File: src/rtl/dmem_arbiter.sv
// Two-port arbiter/sequencer in front of a single-port data memory with combinational read.
// Grants one request at a time; partial-byte stores are done as read-modify-write.
module dmem_arbiter #(
   parameter int unsigned ADDR_W = 8,
   parameter int unsigned DATA_W = 32,
   parameter bit          RR_EN  = 1'b1
) (
   input  logic                       clk_i,
   input  logic                       rst_ni,
   input  logic [1:0]                 req_valid_i,
   output logic [1:0]                 req_ready_o,
   input  logic [1:0]                 req_we_i,
   input  logic [1:0][ADDR_W-1:0]     req_addr_i,
   input  logic [1:0][DATA_W-1:0]     req_wdata_i,
   input  logic [1:0][DATA_W/8-1:0]   req_be_i,
   output logic [1:0]                 rsp_valid_o,
   output logic [DATA_W-1:0]          rsp_rdata_o,
   output logic [ADDR_W-1:0]          mem_addr_o,
   output logic [DATA_W-1:0]          mem_wdata_o,
   output logic                       mem_wren_o,
   input  logic [DATA_W-1:0]          mem_rdata_i,
   output logic                       busy_o
);

   localparam int unsigned BE_W = DATA_W / 8;

   typedef enum logic [1:0] {IDLE, ACCESS, MERGE_WR, RESP} state_t;

   state_t            state_q;
   logic              owner_q;
   logic              we_q;
   logic              last_q;
   logic [DATA_W-1:0] wdata_q;
   logic [BE_W-1:0]   be_q;

   logic              win_c;
   logic              grant_c;
   logic [DATA_W-1:0] merged_c;

   // Winner select: round-robin favours the port not granted last on a tie
   always_comb begin
      win_c = 1'b0;
      if (RR_EN) begin
         if (req_valid_i == 2'b11) win_c = ~last_q;
         else                      win_c = req_valid_i[1];
      end else begin
         win_c = ~req_valid_i[0];
      end
   end

   assign grant_c     = (state_q == IDLE) && rst_ni && (|req_valid_i);
   assign req_ready_o = {grant_c & win_c, grant_c & ~win_c};

   // Byte merge of the latched store data over the current memory word
   always_comb begin
      merged_c = mem_rdata_i;
      for (int unsigned i = 0; i < BE_W; i++) begin
         if (be_q[i]) merged_c[8*i +: 8] = wdata_q[8*i +: 8];
      end
   end

   always_ff @(posedge clk_i or negedge rst_ni) begin
      if (!rst_ni) begin
         state_q     <= IDLE;
         owner_q     <= 1'b0;
         we_q        <= 1'b0;
         last_q      <= 1'b1;
         wdata_q     <= '0;
         be_q        <= '0;
         rsp_valid_o <= 2'b00;
         rsp_rdata_o <= '0;
         mem_addr_o  <= '0;
         mem_wdata_o <= '0;
         mem_wren_o  <= 1'b0;
         busy_o      <= 1'b0;
      end else begin
         case (state_q)
            IDLE: begin
               if (grant_c) begin
                  owner_q    <= win_c;
                  last_q     <= win_c;
                  we_q       <= req_we_i[win_c];
                  wdata_q    <= req_wdata_i[win_c];
                  be_q       <= req_be_i[win_c];
                  mem_addr_o <= req_addr_i[win_c];
                  busy_o     <= 1'b1;
                  state_q    <= ACCESS;
                  // Full-word stores are issued straight away in the ACCESS cycle
                  if (req_we_i[win_c] && (&req_be_i[win_c])) begin
                     mem_wren_o  <= 1'b1;
                     mem_wdata_o <= req_wdata_i[win_c];
                  end
               end
            end
            ACCESS: begin
               mem_wren_o  <= 1'b0;
               mem_wdata_o <= '0;
               if (!we_q) begin
                  rsp_rdata_o <= mem_rdata_i;
                  rsp_valid_o <= {owner_q, ~owner_q};
                  state_q     <= RESP;
               end else if ((&be_q) || !(|be_q)) begin
                  rsp_rdata_o <= '0;
                  rsp_valid_o <= {owner_q, ~owner_q};
                  state_q     <= RESP;
               end else begin
                  // mem_wdata_o doubles as the merge holding register
                  mem_wren_o  <= 1'b1;
                  mem_wdata_o <= merged_c;
                  state_q     <= MERGE_WR;
               end
            end
            MERGE_WR: begin
               mem_wren_o  <= 1'b0;
               mem_wdata_o <= '0;
               rsp_rdata_o <= '0;
               rsp_valid_o <= {owner_q, ~owner_q};
               state_q     <= RESP;
            end
            RESP: begin
               rsp_valid_o <= 2'b00;
               busy_o      <= 1'b0;
               state_q     <= IDLE;
            end
            default: state_q <= IDLE;
         endcase
      end
   end

endmodule

File: config.mk
export PLATFORM = sky130hd
export DESIGN_NAME = dmem_arbiter
export DESIGN_NICKNAME = d
export VERILOG_FILES = /design/src/rtl/dmem_arbiter.sv
export SDC_FILE = /design/constraint.sdc
export NUM_CORES = 1
export LEC_CHECK = 0
export BUFFER_PORTS_ARGS = -buffer_cell sky130_fd_sc_hd__buf_4
export CORE_MARGIN = 2
export CORE_UTILIZATION = 30
export CTS_BUF_LIST = sky130_fd_sc_hd__clkbuf_4 sky130_fd_sc_hd__clkbuf_8
export CTS_CLUSTER_SIZE = 14
export DETAILED_ROUTE_END_ITERATION = 16
export GPL_TIMING_DRIVEN = 0
export HOLD_SLACK_MARGIN = 0.1
export PLACE_DENSITY = 0.58
export SYNTH_ARGS = -nofsm -noshare
export SYNTH_HDL_FRONTEND = slang
export SYNTH_SLANG_ARGS = --single-unit
File: constraint.sdc
create_clock -name clk_i -period 2 [get_ports clk_i]
set_input_delay 0.2 -clock clk_i [delete_from_list [all_inputs] [get_ports clk_i]]
set_output_delay 0.2 -clock clk_i [all_outputs]
set_load 0.02 [all_outputs]
; ---- Word level (Yosys, flattened, before mapping)
; Cells that the tools add are included.
[op_classes]
muxes = 35
n_bitwise = 5
n_eq_ne = 7
n_lt_le_gt_ge = 1
reduce_logical = 19
[op_table]
columns = operator, count
row1 = 32-bit 2-to-1 mux, 8
row2 = 32-bit case mux with 3 select lines, 1
row3 = 32-bit case mux with 2 select lines, 1
row4 = 8-bit 2-to-1 mux, 6
row5 = 1-bit 2-to-1 mux, 10
row6 = 4-bit 2-to-1 mux, 2
row7 = 2-bit case mux with 4 select lines, 1
row8 = 2-bit AND reduction, 4
row9 = 4-bit AND reduction, 2
row10 = "2-bit equality test, second input constant", 3
row11 = 2-bit 2-to-1 mux, 3
row12 = 2-bit case mux with 3 select lines, 1
row13 = 3-bit nonzero test, 2
row14 = 2-bit nonzero test, 2
row15 = 4-bit OR reduction, 1
row16 = 1-bit logical AND, 3
row17 = "3-bit inequality test, second input constant", 1
row18 = 1-bit NOT, 3
row19 = 1-bit case mux with 3 select lines, 1
row20 = 3-bit AND reduction, 1
row21 = 1-bit AND, 2
row22 = "2-bit by 1-bit equality test with 1-bit output, second input constant", 1
row23 = 2-bit zero test, 1
row24 = "1-bit by 2-bit < comparator with 1-bit output, second input constant", 1
row25 = other kinds (6), 6
[totals]
output_inout_bits = 78
input_bits = 126
ff_bits = 117

; ---- Longest topological paths before layout
; Gate-level depths: netlist of run 1.
[depth]
ltp_word = 9
depth_mapped = 9
depth_no_buf = 6

; ---- Least setup slack after synthesis of run 1
; OpenSTA, ideal clock, no wires.
[synth_timing]
path_type = register -> register
startpoint = register last_q
endpoint = register mem_wdata_o[0]
synth_period_minus_slack_ns = 1.881
slack_ns = 0.119
setup_time_ns = 0.125
required_ns = 1.875
arrival_time_ns = 1.756
path_stages_with_launch = 8
path_cell_list = dfstp_2 > a21bo_1 > buf_4 > nand4_1 > a311o_1 > buf_6 > buf_12 > mux2_4
[synth_between]
elab_chain_cells = 8
word_cells_on_any_way = 15
classes_between = eq/ne: 1 / mux: 10 / bitwise: 1 / reduce/logical: 3
[synth_rtl]
columns = item, line_no
row1 = "start, declared", 32  ; logic last_q;
row2 = "start signal, assigned", 81  ; last_q <= win_c;
row3 = 1-bit NOT (*), 44  ; if (req_valid_i == 2'b11) win_c = ~last_q;
row4 = 1-bit 2-to-1 mux (*), 44
row5 = 4-bit 2-to-1 mux (implied by the code) (2 in series), 89  ; if (req_we_i[win_c] && (&req_be_i[win_c])) begin
row6 = 4-bit AND reduction, 89
row7 = 1-bit logical AND, 89
row8 = 2-bit by 1-bit inequality test with 1-bit output (no source line), --
row9 = 3-bit AND reduction (no source line), --
row10 = "end signal, assigned", 91  ; mem_wdata_o <= req_wdata_i[win_c];
row11 = "end signal, assigned", 109  ; mem_wdata_o <= merged_c;
row12 = "end, declared", 19  ; output logic [DATA_W-1:0] mem_wdata_o,
; Every way passes the cells marked *; elsewhere a longest branch is shown, timed or not. The select of a mux whose other input is x is not followed.
; A chain may end at the register's enable or synchronous reset.

; ---- Final worst setup path of run 1
[layout_timing]
startpoint = register last_q
endpoint = register mem_wdata_o[5]
; The elaborated chain is that of the path after synthesis.

==> flow_metrics.tcl, run 1 <==
set metrics [dict create \
    status "complete, but fails checks" \
    violations "negative hold slack" \
    synth.avg_cell_area_sq_um 10.8 \
    drv_slew 0 \
    numPortBuffers 203 \
    drc 0 \
    clock_path_buffers 2 \
    place.gp.congestion 0.746 \
    grt_max_degree 65 \
    ir_drop_uv 744 \
    period_needed_ns 1.98 \
    rsz0062_at_grt "yes" \
    grt_usage_pct 19.1 \
    synth-seq-area-share_pct 51.2 \
    required_ns 2.32 \
    cts_tree "yes" \
    worstPathCellList "a21bo_1, buf_6, nand4_1, a311o_1, buf_6, buf_12, mux2_4" \
    syn-cell-area_sq_um 5720 \
    worstMarginPinSlew_ns 0.634 \
    rows 50 \
    die_width_um 142 \
    initial_utilization_pct 30.6 \
    fp.dieArea_sq_um 20200 \
    ant_nets 0 \
    cts_root_buf "clkbuf_8" \
    drive_gt1_share_pct 37.6 \
    finalSetupViolCount 0 \
    crit_top_cell "buf_6" \
    max_stage_delay_ns 0.57 \
    clkTransAtPathRegs_ns 0.08 \
    drtIter0Drc 257 \
    final_cells 1114 \
    relSlewSlack_pct 57.7 \
    nNetsFinal 998 \
    slowest_stage "dfstp_2" \
    wl_per_cell_um 17.1 \
    yosys_warnings 0 \
    wirelength_um 19000 \
    dp.cells 967 \
    antenna_found_initial 0 \
    die_h_um 142 \
    syn-num-nets 660 \
    dr.pass1.iters 4 \
    core-area_sq_um 18700 \
    max_freq_mhz 505 \
    synth_area_leaders "dfrtp_1 51%, mux2i_1 13%, mux2_4 7.9%" \
    yosysTopAreaCellShare_pct 50.8 \
    grt_overflow 0 \
    start_kind "flop" \
    total_power_uw 13800 \
    whs_ns -0.251 \
    skew_ns 0.0125 \
    cts-buffers-inserted 17 \
    insertion_delay_ns 0.44 \
    drv_cap 0 \
    vias_per_cell 4.74 \
    synth_area_leader_cell "dfrtp_1" \
    grt_pass1_wl_um 29600 \
    io_pins 204 \
    synthCells 529 \
    cts_max_level 4 \
    area_growth_pct 60.5 \
    hpwl_um 13000 \
    cp_max_fo 10 \
    ys_ff_latch 117 \
    clkSinkCount 117 \
    cp.arrival_ns 2.30 \
    period_share_pct 98.9 \
    synthDistinctLibCells 35 \
    hold_path_class "in -> async" \
    hold_viol 60 \
    end_kind "flop" \
    p_leak_uw 0.00458 \
    crit_type "reg -> reg" \
    power_density_nw_per_um2 1500 \
    diodes 0 \
    vias 5282 \
    grt_pass1_vias 5574 \
]
-- metal layers --
metal  global-route usage [%]  up-vias  wire length (um)
met1                     24.0     2554              8270
met3                     4.37       21              1070
li1                         -     2550                 -
met2                     33.0      157              9390
met5                        0        -                 0
met4                     5.11        0               275
-- cell families (layout without fill, tap and decap cells) --
logic type | count (synthesis) | count (layout) | share of synthesized area, %
fa+ha+maj | 5 | 5 | 1.09
flops | 117 | 117 | 51.2
buf+inv | 44 | 395 | 4.29
simple gates | 128 | 128 | 8.93
mux | 111 | 111 | 22.1
compound gates | 124 | 124 | 12.3
-- critical path, delay by kind of cell, from the launching register on --
family,cells,cell delay [ns]
flops,1,0.57
buf+inv,3,0.46
compound gates,2,0.42
mux,1,0.30
simple gates,1,0.10
-- state kept, by name, summed over array words and instances (netlist names) --
signal	count
mem_addr_o	8
mem_wdata_o	32
last_q	1
be_q	4
owner_q	1
state_q	2
rsp_rdata_o	32
we_q	1
mem_wren_o	1
wdata_q	32
busy_o	1
rsp_valid_o	2
-- cell type report --
| cell class | instances | area (sq um) |
|---|---|---|
| clock buffer | 18 | 248 |
| tap | 234 | 293 |
| clock inverter | 14 | 88.8 |
| multi-input combinational | 368 | 2590 |
| timing repair buffer | 320 | 2680 |
| buffer | 39 | 327 |
| fill | 1754 | 9530 |
| sequential | 117 | 2930 |
| inverter | 4 | 15.0 |
-- cells in the mapped netlist --
library cell  instances
buf_12                3
ha_1                  5
and3_1                3
a21boi_4              1
clkbuf_1             16
dfrtp_1             116
nor2b_1               1
buf_2                16
o211ai_1              1
a41oi_1               1
mux2_4               30
a21bo_1               1
buf_1                 3
nand4_1               3
nand3_1               2
a41o_1                1
nand3b_1              1
nor2_1                4
mux2_2                1
o21ai_0              57
a2111oi_0             1
mux2_1                3
a21o_1                2
or4_1                 1
mux2i_1              77
o22ai_1              32
dfstp_2               1
inv_1                 4
buf_6                 1
a311o_1               1
nand2_1             112
buf_4                 1
and2_1                1
a21oi_1               1
o21ai_1              25
-- power breakdown --
part	total [uW]	switching [uW]	internal, uW
logic	7890	4120	3770
registers	4000	569	3430
clock network	1890	1020	868
total	13800	5710	8070
-- worst paths after layout --
kind	from	end	slack, ns	cells past startpoint
max	last_q$_DFFE_PN1P_	mem_wdata_o[5]$_DFFE_PN0P_	0.02	7
min	rst_ni	mem_wdata_o[13]$_DFFE_PN0P_	-0.25	1
max reg2reg	last_q$_DFFE_PN1P_	mem_wdata_o[5]$_DFFE_PN0P_	0.02	7
min reg2reg	rsp_rdata_o[29]$_DFFE_PN0P_	rsp_rdata_o[29]$_DFFE_PN0P_	0.48	2
max in group asynchronous	rst_ni	wdata_q[28]$_DFFE_PN0P_	1.55	2
min in group clk_i	req_wdata_i[46]	wdata_q[14]$_DFFE_PN0P_	0.12	3
-- per-stage QoR --
| step | setup WS [ns] | TNS (ns) | util, % | instance area, sq um |
|---|---|---|---|---|
| after floorplan | 0.119 | 0 | - | 5720 |
| after global placement | -1.26 | -98.90 | 40.3 | 7530 |
| after detailed placement | -0.485 | -27.29 | 40.4 | 7570 |
| after CTS | -0.0264 | -0.439 | 48.5 | 9080 |
| after global routing | -0.0604 | -1.44 | 49.1 | 9180 |
| final | 0.0213 | 0 | 49.1 | 9180 |
-- cells in the final DEF (no fill, tap or decap), types with 2 or more instances in the layout --
cell type      synthesis  final
buf_4                  1    224
dfrtp_1              116    116
nand2_1              112    112
dlygate4sd3_1          0     98
mux2i_1               77     76
o21ai_0               57     57
o22ai_1               32     32
mux2_4                30     32
o21ai_1               25     25
clkbuf_8               0     19
clkbuf_2               0      9
clkinv_2               0      7
buf_12                 3      6
buf_6                  1      6
clkinvlp_4             0      6
clkbuf_1              16      5
clkbuf_4               0      4
buf_2                 16      4
ha_1                   5      4
nand4_1                3      3
and3_1                 3      3
inv_2                  0      2
nor2_4                 0      2
inv_1                  4      2
a21o_1                 2      2
-- what timing repair did --
item / 4_1_cts / 5_1_grt
pin swaps: 1 / 3
resized for setup: 37 / 23
hold buffers: 98 / 1
setup endpoints to repair: 111 / 85
endpoints found under the hold margin: 127 / 61
setup buffers: 12 / 6
(Power assumes the default switching activity.)
==> inputs of run 2 (changes only) <==
clock period = 1.8 ns   (was 2 ns; I/O delays follow)
==> flow_metrics.tcl, run 2 (synthesized netlist as in run 1, its figures left out) <==
set metrics [dict create \
    status "complete, but fails checks" \
    violations "negative setup slack" \
    grt_pass1_vias 5773 \
    nNetsFinal 1056 \
    switchingPower_uw 7610 \
    numPortBuffers 203 \
    rsz0062_at_grt "yes" \
    wirelength_um 21800 \
    pre_cts_ws_ns -0.728 \
    start_kind "flop" \
    postLayoutCoreUtil_pct 56.4 \
    clkTransAtPathRegs_ns 0.08 \
    end_kind "flop" \
    cts-buffers-inserted 17 \
    cts_max_level 4 \
    drc 0 \
    hold_viol 0 \
    hold_path_class "in -> reg" \
    drv_slew 0 \
    whs_ns 0.214 \
    reg_top3 "mem_wdata_o: 32 flops, rsp_rdata_o: 32 flops, wdata_q: 32 flops" \
    place.gp.congestion 0.765 \
    fp.dieArea_sq_um 20200 \
    drv_cap 0 \
    power_frac_seq_pct 23.7 \
    skew_ns 0.0139 \
    area_growth_pct 84.5 \
    cts_tree "yes" \
    clock_path_buffers 2 \
    vias 5605 \
    die_h_um 142 \
    insertion_delay_ns 0.45 \
    drtIter0Drc 329 \
    drive_gt1_share_pct 45.8 \
    tns_ns -6.15 \
    p_int_uw 11500 \
    grt_usage_pct 21.0 \
    relSlewSlack_pct 56.9 \
    period_needed_ns 1.98 \
    power_frac_comb_pct 62.9 \
    diodes 0 \
    max_freq_mhz 505 \
    wl_per_cell_um 18.6 \
    clockPowerShare_pct 13.4 \
    io_pins 204 \
    required_ns 2.14 \
    grt_overflow 0 \
    dr.pass1.iters 5 \
    finalSetupViolCount 50 \
    antenna_found_initial 0 \
    switching_share_pct 39.8 \
    rows 50 \
    power_density_nw_per_um2 1810 \
    ant_nets 0 \
    die_width_um 142 \
    vias_per_cell 4.78 \
    mostFrequentLayoutCell "buf_4" \
    p_leak_uw 0.00512 \
    mostFrequentLayoutCells "231 x buf_4, 127 x dlygate4sd3_1, 116 x dfrtp_1" \
    period_share_pct 110 \
    worstMarginPinSlew_ns 0.644 \
    clkSinkCount 117 \
    cp.arrival_ns 2.32 \
    initial_utilization_pct 30.6 \
    cp_max_fo 7 \
    grt_pass1_wl_um 32200 \
    grt_max_degree 49 \
    core-area_sq_um 18700 \
    hpwl_um 12900 \
    cts_root_buf "clkbuf_8" \
    ir_drop_uv 842 \
    crit_type "reg -> reg" \
    setup_slack_ns -0.180 \
]
==> run 2: cell types whose count changed in the layout (fill, tap and decap cells not counted), sizes merged <==
| cell | previous run | this run |
|---|---|---|
| buf | 242 | 274 |
| bufbuf | 0 | 1 |
| bufinv | 0 | 3 |
| clkbuf | 37 | 32 |
| clkinv | 8 | 4 |
| dlygate4sd3 | 98 | 127 |
| inv | 4 | 6 |
==> run 2: worst max-delay path, stage by stage, from the launching register on <==
cell       delay, ns
dfstp_2         0.54
a21bo_1         0.13
buf_6           0.13
nand4_1         0.10
a311o_1         0.32
buf_12          0.18
clkbuf_16       0.17
mux2_4          0.29
==> run 2: worst paths after layout <==
kind	end	cells past startpoint	from	slack [ns]
max reg2reg	mem_wdata_o[19]$_DFFE_PN0P_	7	last_q$_DFFE_PN1P_	-0.18
min	state_q[1]$_DFFE_PN0P_	4	req_valid_i[0]	0.21
max	mem_wdata_o[19]$_DFFE_PN0P_	7	last_q$_DFFE_PN1P_	-0.18
max in group asynchronous	mem_wdata_o[1]$_DFFE_PN0P_	7	rst_ni	0.64
min in group asynchronous	wdata_q[23]$_DFFE_PN0P_	7	rst_ni	0.63
min reg2reg	rsp_rdata_o[14]$_DFFE_PN0P_	2	rsp_rdata_o[14]$_DFFE_PN0P_	0.48
==> run 2: area by class of cell <==
cell class	count	area (sq um)
inverters	4	15.0
clock buffers	17	234
multi-input cells	368	2920
repair buffers	380	3540
flip-flops and latches	117	2930
clock inverters	15	180
plain buffers	37	432
fillers	1591	8160
well taps	234	293
==> run 2: timing repair <==
action	in CTS	in global routing
endpoints found under the hold margin	193	83
hold buffers	121	14
pin swaps	24	24
buffers inserted	26	7
gates cloned	9	2
setup endpoints to repair	117	107
gates resized for setup	122	102
==> run 2: layer usage <==
metal | share of wire (%) | GRT usage [%]
met5 | 0 | 0
met3 | 4.8 | 4.68
met4 | 1.3 | 4.84
met2 | 50 | 36.0
met1 | 44 | 27.2
==> run 2: power groups by stage <==
stage	Sequential (uW)	Clock, uW	Combinational, uW
after global placement	4460	0	8120
after detailed placement	4500	0	8200
final	4530	2560	12000
after CTS	4460	2630	11300
after global routing	4660	2730	12800
after floorplan	5220	0	4560
==> run 2: per-stage QoR <==
| step | total power (uW) | cells | instance area, sq um |
|---|---|---|---|
| after floorplan | 9790 | 529 | 5730 |
| after global placement | 12600 | 966 | 7540 |
| after detailed placement | 12700 | 967 | 7580 |
| after CTS | 18400 | 1154 | 10100 |
| after global routing | 20200 | 1172 | 10500 |
| final | 19100 | 1172 | 10500 |
